**config.mk**
```make
export PLATFORM = sky130hd
export DESIGN_NAME = booth_multiplier_routing
export DESIGN_NICKNAME = d
export VERILOG_FILES = /design/src/rtl/booth_pkg.sv /design/src/rtl/booth_pp_gen.sv /design/src/rtl/booth_multiplier_routing.sv
export SDC_FILE = /design/constraint.sdc
export NUM_CORES = 1
export LEC_CHECK = 0
export ABC_CLOCK_PERIOD_IN_PS = 5800
export BUFFER_PORTS_ARGS = -buffer_cell sky130_fd_sc_hd__buf_2
export CELL_PAD_IN_SITES_DETAIL_PLACEMENT = 1
export CELL_PAD_IN_SITES_GLOBAL_PLACEMENT = 2
export CORE_MARGIN = 1
export CORE_UTILIZATION = 35
export DETAILED_ROUTE_END_ITERATION = 10
export PLACE_DENSITY = 0.93
export SLEW_MARGIN = 20
export SYNTH_ARGS = -nofsm -noshare
export SYNTH_HDL_FRONTEND = slang
export SYNTH_SLANG_ARGS = --single-unit
export TNS_END_PERCENT = 1
```
**constraint.sdc**
```tcl
create_clock -name vclk -period 5.8
set_input_delay 0.29 -clock vclk [all_inputs]
set_output_delay 0.29 -clock vclk [all_outputs]
set_load 0.05 [all_outputs]
```
**src/rtl/booth_pkg.sv**
```systemverilog
// Shared constants and radix-4 Booth recoding for booth_multiplier_routing.
// Optional output register is enabled by defining BOOTH_OUT_REG_EN.
package booth_pkg;

    localparam int unsigned BOOTH_WIDTH = 16;

    typedef enum logic [2:0] {
        ZERO,
        POS1,
        POS2,
        NEG1,
        NEG2
    } booth_digit_t;

    // Window is {b[2i+1], b[2i], b[2i-1]}.
    function automatic booth_digit_t booth_recode(input logic [2:0] win);
        booth_digit_t d;
        case (win)
            3'b001, 3'b010: d = POS1;
            3'b011:         d = POS2;
            3'b100:         d = NEG2;
            3'b101, 3'b110: d = NEG1;
            default:        d = ZERO;
        endcase
        return d;
    endfunction

endpackage

```
**src/rtl/booth_pp_gen.sv**
```systemverilog
// One Booth partial product: digit*A sign-extended to 2*WIDTH bits, shifted by 2*IDX.
// Negative digits emit the one's complement; the +1 is returned as corr for bit 2*IDX.
module booth_pp_gen
    import booth_pkg::*;
#(
    parameter int unsigned WIDTH = BOOTH_WIDTH,
    parameter int unsigned IDX   = 0
) (
    input  logic [WIDTH-1:0]   a,
    input  booth_digit_t       digit,
    output logic [2*WIDTH-1:0] pp,
    output logic               corr
);

    logic [2*WIDTH-1:0] ext;
    logic [2*WIDTH-1:0] mag;
    logic               neg;

    always_comb begin
        // Doubling in full 2*WIDTH precision keeps -2^(WIDTH-1) exact.
        ext = {{WIDTH{a[WIDTH-1]}}, a};
        mag = '0;
        neg = 1'b0;
        case (digit)
            POS1: mag = ext;
            POS2: mag = ext << 1;
            NEG1: begin
                mag = ext;
                neg = 1'b1;
            end
            NEG2: begin
                mag = ext << 1;
                neg = 1'b1;
            end
            default: mag = '0;
        endcase
        pp   = (neg ? ~mag : mag) << (2 * IDX);
        corr = neg;
    end

endmodule

```
**src/rtl/booth_multiplier_routing.sv**
```systemverilog
// Radix-4 Booth signed multiplier: WIDTH/2 partial products plus a correction word,
// reduced by an unrolled carry-save tree and one final adder. BOOTH_OUT_REG_EN registers product.
module booth_multiplier_routing
    import booth_pkg::*;
#(
    parameter int unsigned WIDTH = BOOTH_WIDTH
) (
    input  logic                 clk,
    input  logic                 rst,
    input  logic [WIDTH-1:0]     multiplicand,
    input  logic [WIDTH-1:0]     multiplier,
    output logic [2*WIDTH-1:0]   product
);

    localparam int unsigned NDIG = WIDTH / 2;
    localparam int unsigned NOPS = NDIG + 1;

    function automatic int unsigned reduce_cnt(input int unsigned n);
        return (n / 3) * 2 + (n % 3);
    endfunction

    function automatic int unsigned count_at(input int unsigned lvl);
        int unsigned n;
        n = NOPS;
        for (int unsigned k = 0; k < lvl; k++) n = reduce_cnt(n);
        return n;
    endfunction

    function automatic int unsigned num_levels();
        int unsigned n;
        int unsigned l;
        n = NOPS;
        l = 0;
        while (n > 2) begin
            n = reduce_cnt(n);
            l++;
        end
        return l;
    endfunction

    localparam int unsigned LEVELS = num_levels();

    logic [WIDTH:0]       b_ext;
    logic [NDIG-1:0]      corr;
    logic [2*WIDTH-1:0]   cvec;
    logic [2*WIDTH-1:0]   lvl [0:LEVELS][0:NOPS-1];
    logic [2*WIDTH-1:0]   sum;

    assign b_ext = {multiplier, 1'b0};

    for (genvar i = 0; i < NDIG; i++) begin : g_pp
        booth_pp_gen #(
            .WIDTH (WIDTH),
            .IDX   (i)
        ) u_pp (
            .a     (multiplicand),
            .digit (booth_recode(b_ext[2*i+2 -: 3])),
            .pp    (lvl[0][i]),
            .corr  (corr[i])
        );
    end

    // Correction bits sit at distinct even positions, so they share one operand word.
    always_comb begin
        cvec = '0;
        for (int unsigned i = 0; i < NDIG; i++) cvec[2*i] = corr[i];
    end

    assign lvl[0][NDIG] = cvec;

    for (genvar l = 0; l < LEVELS; l++) begin : g_lvl
        localparam int unsigned CNT  = count_at(l);
        localparam int unsigned NGRP = CNT / 3;
        localparam int unsigned NXT  = reduce_cnt(CNT);

        for (genvar g = 0; g < NGRP; g++) begin : g_csa
            logic [2*WIDTH-1:0] x, y, z;
            assign x = lvl[l][3*g];
            assign y = lvl[l][3*g+1];
            assign z = lvl[l][3*g+2];
            assign lvl[l+1][2*g]   = x ^ y ^ z;
            assign lvl[l+1][2*g+1] = ((x & y) | (x & z) | (y & z)) << 1;
        end

        for (genvar r = 0; r < CNT % 3; r++) begin : g_pass
            assign lvl[l+1][2*NGRP+r] = lvl[l][3*NGRP+r];
        end

        for (genvar u = NXT; u < NOPS; u++) begin : g_idle
            assign lvl[l+1][u] = '0;
        end
    end

    assign sum = lvl[LEVELS][0] + lvl[LEVELS][1];

`ifdef BOOTH_OUT_REG_EN
    always_ff @(posedge clk) begin
        if (rst) product <= '0;
        else     product <= sum;
    end
`else
    logic unused_clk_rst;
    assign unused_clk_rst = clk ^ rst;
    assign product = sum;
`endif

endmodule

```
# After elaboration in Yosys (flattened, before gate mapping)

Cells that the tools add are included.

Reduce and logical (&&, ||, !) cells: 38
Multiplexer cells: 32
$add $sub $neg: 1
Equal/unequal tests: 77
Bitwise gates (word level): 57

Operator list:

| kind                                                            | count |
|---|---|
| 31-bit bitwise AND                                              | 19 |
| 31-bit OR                                                       | 14 |
| 32-bit XOR                                                      | 13 |
| 3-bit by 2-bit == test with 1-bit output, second input constant | 30 |
| 3-bit == test, second input constant                            | 29 |
| 3-bit case mux with 4 select lines                              | 7 |
| 2-bit OR reduction                                              | 38 |
| 32-bit case mux with 2 select lines                             | 1 |
| 31-bit by 15-bit bitwise AND with 31-bit output                 | 2 |
| 30-bit case mux with 2 select lines                             | 1 |
| 28-bit case mux with 2 select lines                             | 1 |
| 26-bit case mux with 2 select lines                             | 1 |
| 24-bit case mux with 2 select lines                             | 1 |
| 3-bit by 1-bit == test with 1-bit output, second input constant | 15 |
| 22-bit case mux with 2 select lines                             | 1 |
| 20-bit case mux with 2 select lines                             | 1 |
| 18-bit case mux with 2 select lines                             | 1 |
| 32-bit adder                                                    | 1 |
| 32-bit two-way mux                                              | 1 |
| 32-bit inverter                                                 | 1 |
| 32-bit by 15-bit XOR with 32-bit output                         | 1 |
| 30-bit two-way mux                                              | 1 |
| 30-bit inverter                                                 | 1 |
| 28-bit two-way mux                                              | 1 |
| other kinds (15)                                                | 23 |

Word-level logic and storage cells: 205
Register bits: 0
Bits of input ports: 34
Output and inout bits: 32

# Longest topological paths before layout

Depth after elaboration: 21
Gate-level depth with buffers: 22

# Cells and area by module

From an unflattened synthesis, not the netlist that was laid out.

Cells, all modules: 1,457
Area, all modules: 11,979.0 µm²

Modules (own cells, without submodules):

| module                          | instances | cells an instance | area an instance (µm²) |
|---|---|---|---|
| booth_multiplier_routing        | 1         | 810               | 7,208.2 |
| booth_pp_gen (g_pp[1].u_pp ...) | 7         | 81                | 596.8 |
| booth_pp_gen (g_pp[0].u_pp)     | 1         | 80                | 593.1 |

# Worst setup path before layout

Ideal clock, no wire load.

Kind: input to output
Start point: input port multiplier[5]
End point: output port product[31]
Cell stages on the path: 20
Arrival: 6.028 ns
Slack: -0.518 ns
Cell sequence: clkbuf_1 > buf_2 > buf_1 > xor2_1 > a22oi_1 > o21ai_0 > fa_1 > inv_1 > fa_1 > fa_1 > inv_1 > fa_1 > ha_1 > buf_6 > a2111o_1 > o221ai_2 > a21oi_2 > o31ai_4 > nor3_1 > nor4_2

Cells in the longest elaborated chain, start to end: 21

RTL lines:

| element                                                          | RTL line                       | text |
|---|---|---|
| start, declared                                                  | booth_multiplier_routing.sv:11 | `input logic [WIDTH-1:0] multiplier,` |
| 3-bit == test (tied with other cells)                            | booth_pkg.sv:18                | `case (win)` |
| 2-bit OR reduction                                               | booth_pkg.sv:18                |  |
| 3-bit case mux with 4 select lines                               | booth_pkg.sv:18                |  |
| 3-bit by 2-bit == test with 1-bit output (tied with other cells) | booth_pp_gen.sv:24             | `case (digit)` |
| 2-bit OR reduction (no line)                                     | n/a                            |  |
| 28-bit case mux with 2 select lines                              | booth_pp_gen.sv:24             |  |
| 28-bit inverter                                                  | booth_pp_gen.sv:37             | `pp = (neg ? ~mag : mag) << (2 * IDX);` |
| 28-bit two-way mux                                               | booth_pp_gen.sv:37             |  |
| 31-bit bitwise AND                                               | booth_multiplier_routing.sv:82 | `assign lvl[l+1][2*g+1] = ((x & y) \| (x & z) \| (y & z)) << 1;` |
| 31-bit OR (2 in series)                                          | booth_multiplier_routing.sv:82 |  |
| 31-bit bitwise AND                                               | booth_multiplier_routing.sv:82 |  |
| 31-bit OR (2 in series)                                          | booth_multiplier_routing.sv:82 |  |
| 31-bit bitwise AND                                               | booth_multiplier_routing.sv:82 |  |
| 31-bit OR (2 in series)                                          | booth_multiplier_routing.sv:82 |  |
| 31-bit bitwise AND                                               | booth_multiplier_routing.sv:82 |  |
| 31-bit OR (2 in series)                                          | booth_multiplier_routing.sv:82 |  |
| 32-bit adder (*)                                                 | booth_multiplier_routing.sv:94 | `assign sum = lvl[LEVELS][0] + lvl[LEVELS][1];` |
| end, declared                                                    | booth_multiplier_routing.sv:12 | `output logic [2*WIDTH-1:0] product` |

Mark *: on every way between the ends. The rest lies on a longest branch, timed or not.

# Worst setup path in the final report

Start point: input port multiplier[7]
End point: output port product[27]

Cells in the longest elaborated chain, start to end: 20

RTL lines:

| element                                                                                           | RTL line |
|---|---|
| 3-bit == test (tied with other cells)                                                             | booth_pkg.sv:18 |
| 2-bit OR reduction                                                                                | booth_pkg.sv:18 |
| 3-bit case mux with 4 select lines                                                                | booth_pkg.sv:18 |
| 3-bit by 2-bit == test with 1-bit output (tied with other cells)                                  | booth_pp_gen.sv:24 |
| 2-bit OR reduction (no line)                                                                      | n/a |
| 26-bit case mux with 2 select lines / 24-bit case mux with 2 select lines (equally long branches) | booth_pp_gen.sv:24 |
| 26-bit inverter / 24-bit inverter (equally long branches)                                         | booth_pp_gen.sv:37 |
| 26-bit two-way mux / 24-bit two-way mux (equally long branches)                                   | booth_pp_gen.sv:37 |
| 32-bit XOR / 31-bit bitwise AND (equally long branches)                                           | booth_multiplier_routing.sv:81, booth_multiplier_routing.sv:82 |
| 32-bit XOR / 31-bit OR (equally long branches)                                                    | booth_multiplier_routing.sv:81, booth_multiplier_routing.sv:82 |
| 31-bit bitwise AND / 31-bit OR (equally long branches)                                            | booth_multiplier_routing.sv:82 |
| 31-bit OR / 32-bit XOR (equally long branches) (2 in series)                                      | booth_multiplier_routing.sv:82, booth_multiplier_routing.sv:81 |
| 31-bit bitwise AND                                                                                | booth_multiplier_routing.sv:82 |
| 31-bit OR (2 in series)                                                                           | booth_multiplier_routing.sv:82 |
| 31-bit bitwise AND                                                                                | booth_multiplier_routing.sv:82 |
| 31-bit OR (2 in series)                                                                           | booth_multiplier_routing.sv:82 |
| 32-bit adder (*)                                                                                  | booth_multiplier_routing.sv:94 |

Marks and branches as above.

==> results.cfg <==
[final_layout]
layout.sequential_cells = 0
diodes = 0
layout.clock_buffers = 0
layout.nets = 1404
synthesis_to_layout_area_growth_pct = 18.5
seq_area_sq_um = 0
layout-drive-gt1-share_pct = 19.2

[worst_setup_path]
critical_path.max_fanout = 16
cp.arrival_ns = 5.38
start_kind = input pin
crit_start = multiplier[7]
critPathRequiredTime_ns = 5.51
worstSetupPathType = in -> out
critical_path.endpoint_type = output pin

[synthesis]
post_synth_instance_area_sq_um = 8500
cells_after_synthesis = 1102
ys_types = 56
synth-seq-area-share_pct = 0
syn_nets = 1322
post-synth-top-area-cell = fa_1
post_synth_main_area_contributors = fa_1 27%, ha_1 10%, xor2_1 9.2%, inv_1 7.7%, xnor2_1 5.3%
post_synthesis_mean_instance_area_sq_um = 7.71
netlist.area_leader.share_pct = 27.3
ys.warnings.count = 0

[sta]
worstMarginPinSlew_ns = 0.567
finalSetupViolations = 0
maxSlewViolCount = 0
hold_viol_final = 0
tcrit_tclk_final_pct = 97.8
post-route-min-period_ns = 5.67
fin_ws_ns = 0.129
grt_setup_unrepaired = yes
fmax_mhz = 176
timing.setup.tns_ns = 0
timing.max_slew.rel_slack_pct = 61.8

[die]
core_region_area_sq_um = 23600
initial_utilization_pct = 36.0
die_h_um = 158
die_w_um = 158
std_cell_rows = 56
fp.dieArea_sq_um = 24900
boundaryPins = 66

[clocking]
cts.hold.buffers_added = 0

[placed_design]
detailedPlace.worstSlack_ns = -0.361
routabilityCongestion = 0.876
portBuffers = 64
detailed_place_hpwl_mm = 23.7

[run]
drv.max_cap_violation_count = 0

[detailed_routing]
wire_per_inst_um = 18.7
residual_drc = 0
first_pass_iters = 4
vias_per_cell = 5.41
drt_iter0_markers = 397
ant_nets = 0
drt-total-wl_mm = 28.0
vias = 8115

[global_route]
track_usage_pct = 22.4
antenna_violations_before_repair = 0
grt_remaining_overflow = 0
grt_max_degree = 20
grt_pass1_wl_mm = 44.3
vias_in_the_first_global_route = 8597

[worst_hold_path]
hp-start = multiplier[1]
hp-class = in -> out

[outcome]
run_status = finished, final reports clean
[worst paths after layout]
kind	slack [ns]	depth (start not counted)	to
max	0.13	20	product[27]
min	1.06	3	product[0]
[through the flow]
step           std cells  hold WS (ns)  cell area (sq um)  utilization, %
3_3_place_gp        1498          1.07               9740            41.2
3_5_place_dp        1498          1.08               9740            41.2
4_1_cts             1498          1.09               9780            41.4
5_1_grt             1501          1.08              10100            42.6
6_report            1501          1.06              10100            42.6
2_1_floorplan       1102          1.25               8520               -
[critical path: stages]
cell and delay (ns):
buf_2 0.10, buf_4 0.17, buf_12 0.17, xnor2_1 0.14
nor2_1 0.06, a211oi_1 0.29, fa_1 0.50, fa_1 0.52
fa_1 0.51, inv_1 0.05, fa_1 0.46, ha_1 0.34
a2111o_1 0.47, o221ai_2 0.24, a21oi_4 0.07, o31ai_4 0.29
buf_6 0.16, nor4_1 0.04, a211o_1 0.26, clkbuf_4 0.21
[synthesized netlist by cell type, types with 8 or more instances]
master	instances
inv_1	174
fa_1	116
nor2_1	103
xor2_1	89
clkbuf_1	72
o21ai_0	72
ha_1	70
a22oi_1	51
xnor2_1	51
nand2_1	50
a21oi_1	27
a211oi_1	22
buf_1	21
a221oi_1	19
mux2i_1	15
a21o_1	13
nor3_1	13
a22o_1	12
a221o_1	10
o221ai_1	9
a31oi_1	8
nor2b_1	8
[layer usage]
| metal | track usage, % | part of all wire (%) | vias to the layer above |
|---|---|---|---|
| met1 | 28.9 | 45 | 4095 |
| met3 | 1.64 | 3.3 | 44 |
| met4 | 6.24 | 2.7 | 0 |
| li1 | - | - | 3822 |
| met5 | 0 | 0 | - |
| met2 | 40.0 | 49 | 154 |
[cell usage in the layout (no fill, tap or decap), types with 10 or more instances in the layout]
| cell | instances |
|---|---|
| a211oi_1 | 13 |
| a21o_1 | 13 |
| a21oi_1 | 26 |
| a221o_1 | 10 |
| a221oi_1 | 11 |
| a22o_1 | 12 |
| a22oi_1 | 50 |
| buf_2 | 53 |
| buf_4 | 107 |
| fa_1 | 116 |
| ha_1 | 68 |
| inv_1 | 173 |
| mux2i_1 | 15 |
| nand2_1 | 46 |
| nor2_1 | 97 |
| nor3_1 | 11 |
| o21ai_0 | 62 |
| o21ai_1 | 10 |
| xnor2_1 | 49 |
| xor2_1 | 87 |
[cell families (layout without fill, tap and decap cells)]
kind of cell,Yosys count,after routing,share of synthesized area [%]
adder cells (fa/ha/maj),186,186,37.6
AND/OR/NAND/NOR,213,213,11.1
buffers and inverters,271,351,12.1
multiplexers,16,16,1.90
XOR/XNOR,140,140,14.4
AO/OA/AOI/OAI,276,276,22.8
[final cells by class]
| type | instances | area (sq um) |
|---|---|---|
| Multi-Input combinational cell | 831 | 7730 |
| Fill cell | 2934 | 13500 |
| Tap cell | 319 | 399 |
| Timing Repair Buffer | 177 | 1280 |
| Inverter | 174 | 653 |
[repair_timing]
action,4_1_cts,5_1_grt
pin swaps,0,5
setup buffers,0,3
setup endpoints to repair,15,15
gates resized for setup,13,65
Power is left out: the tool's default activity adds up to more than one toggle a clock period on the data nets, which glitch-free logic cannot reach.
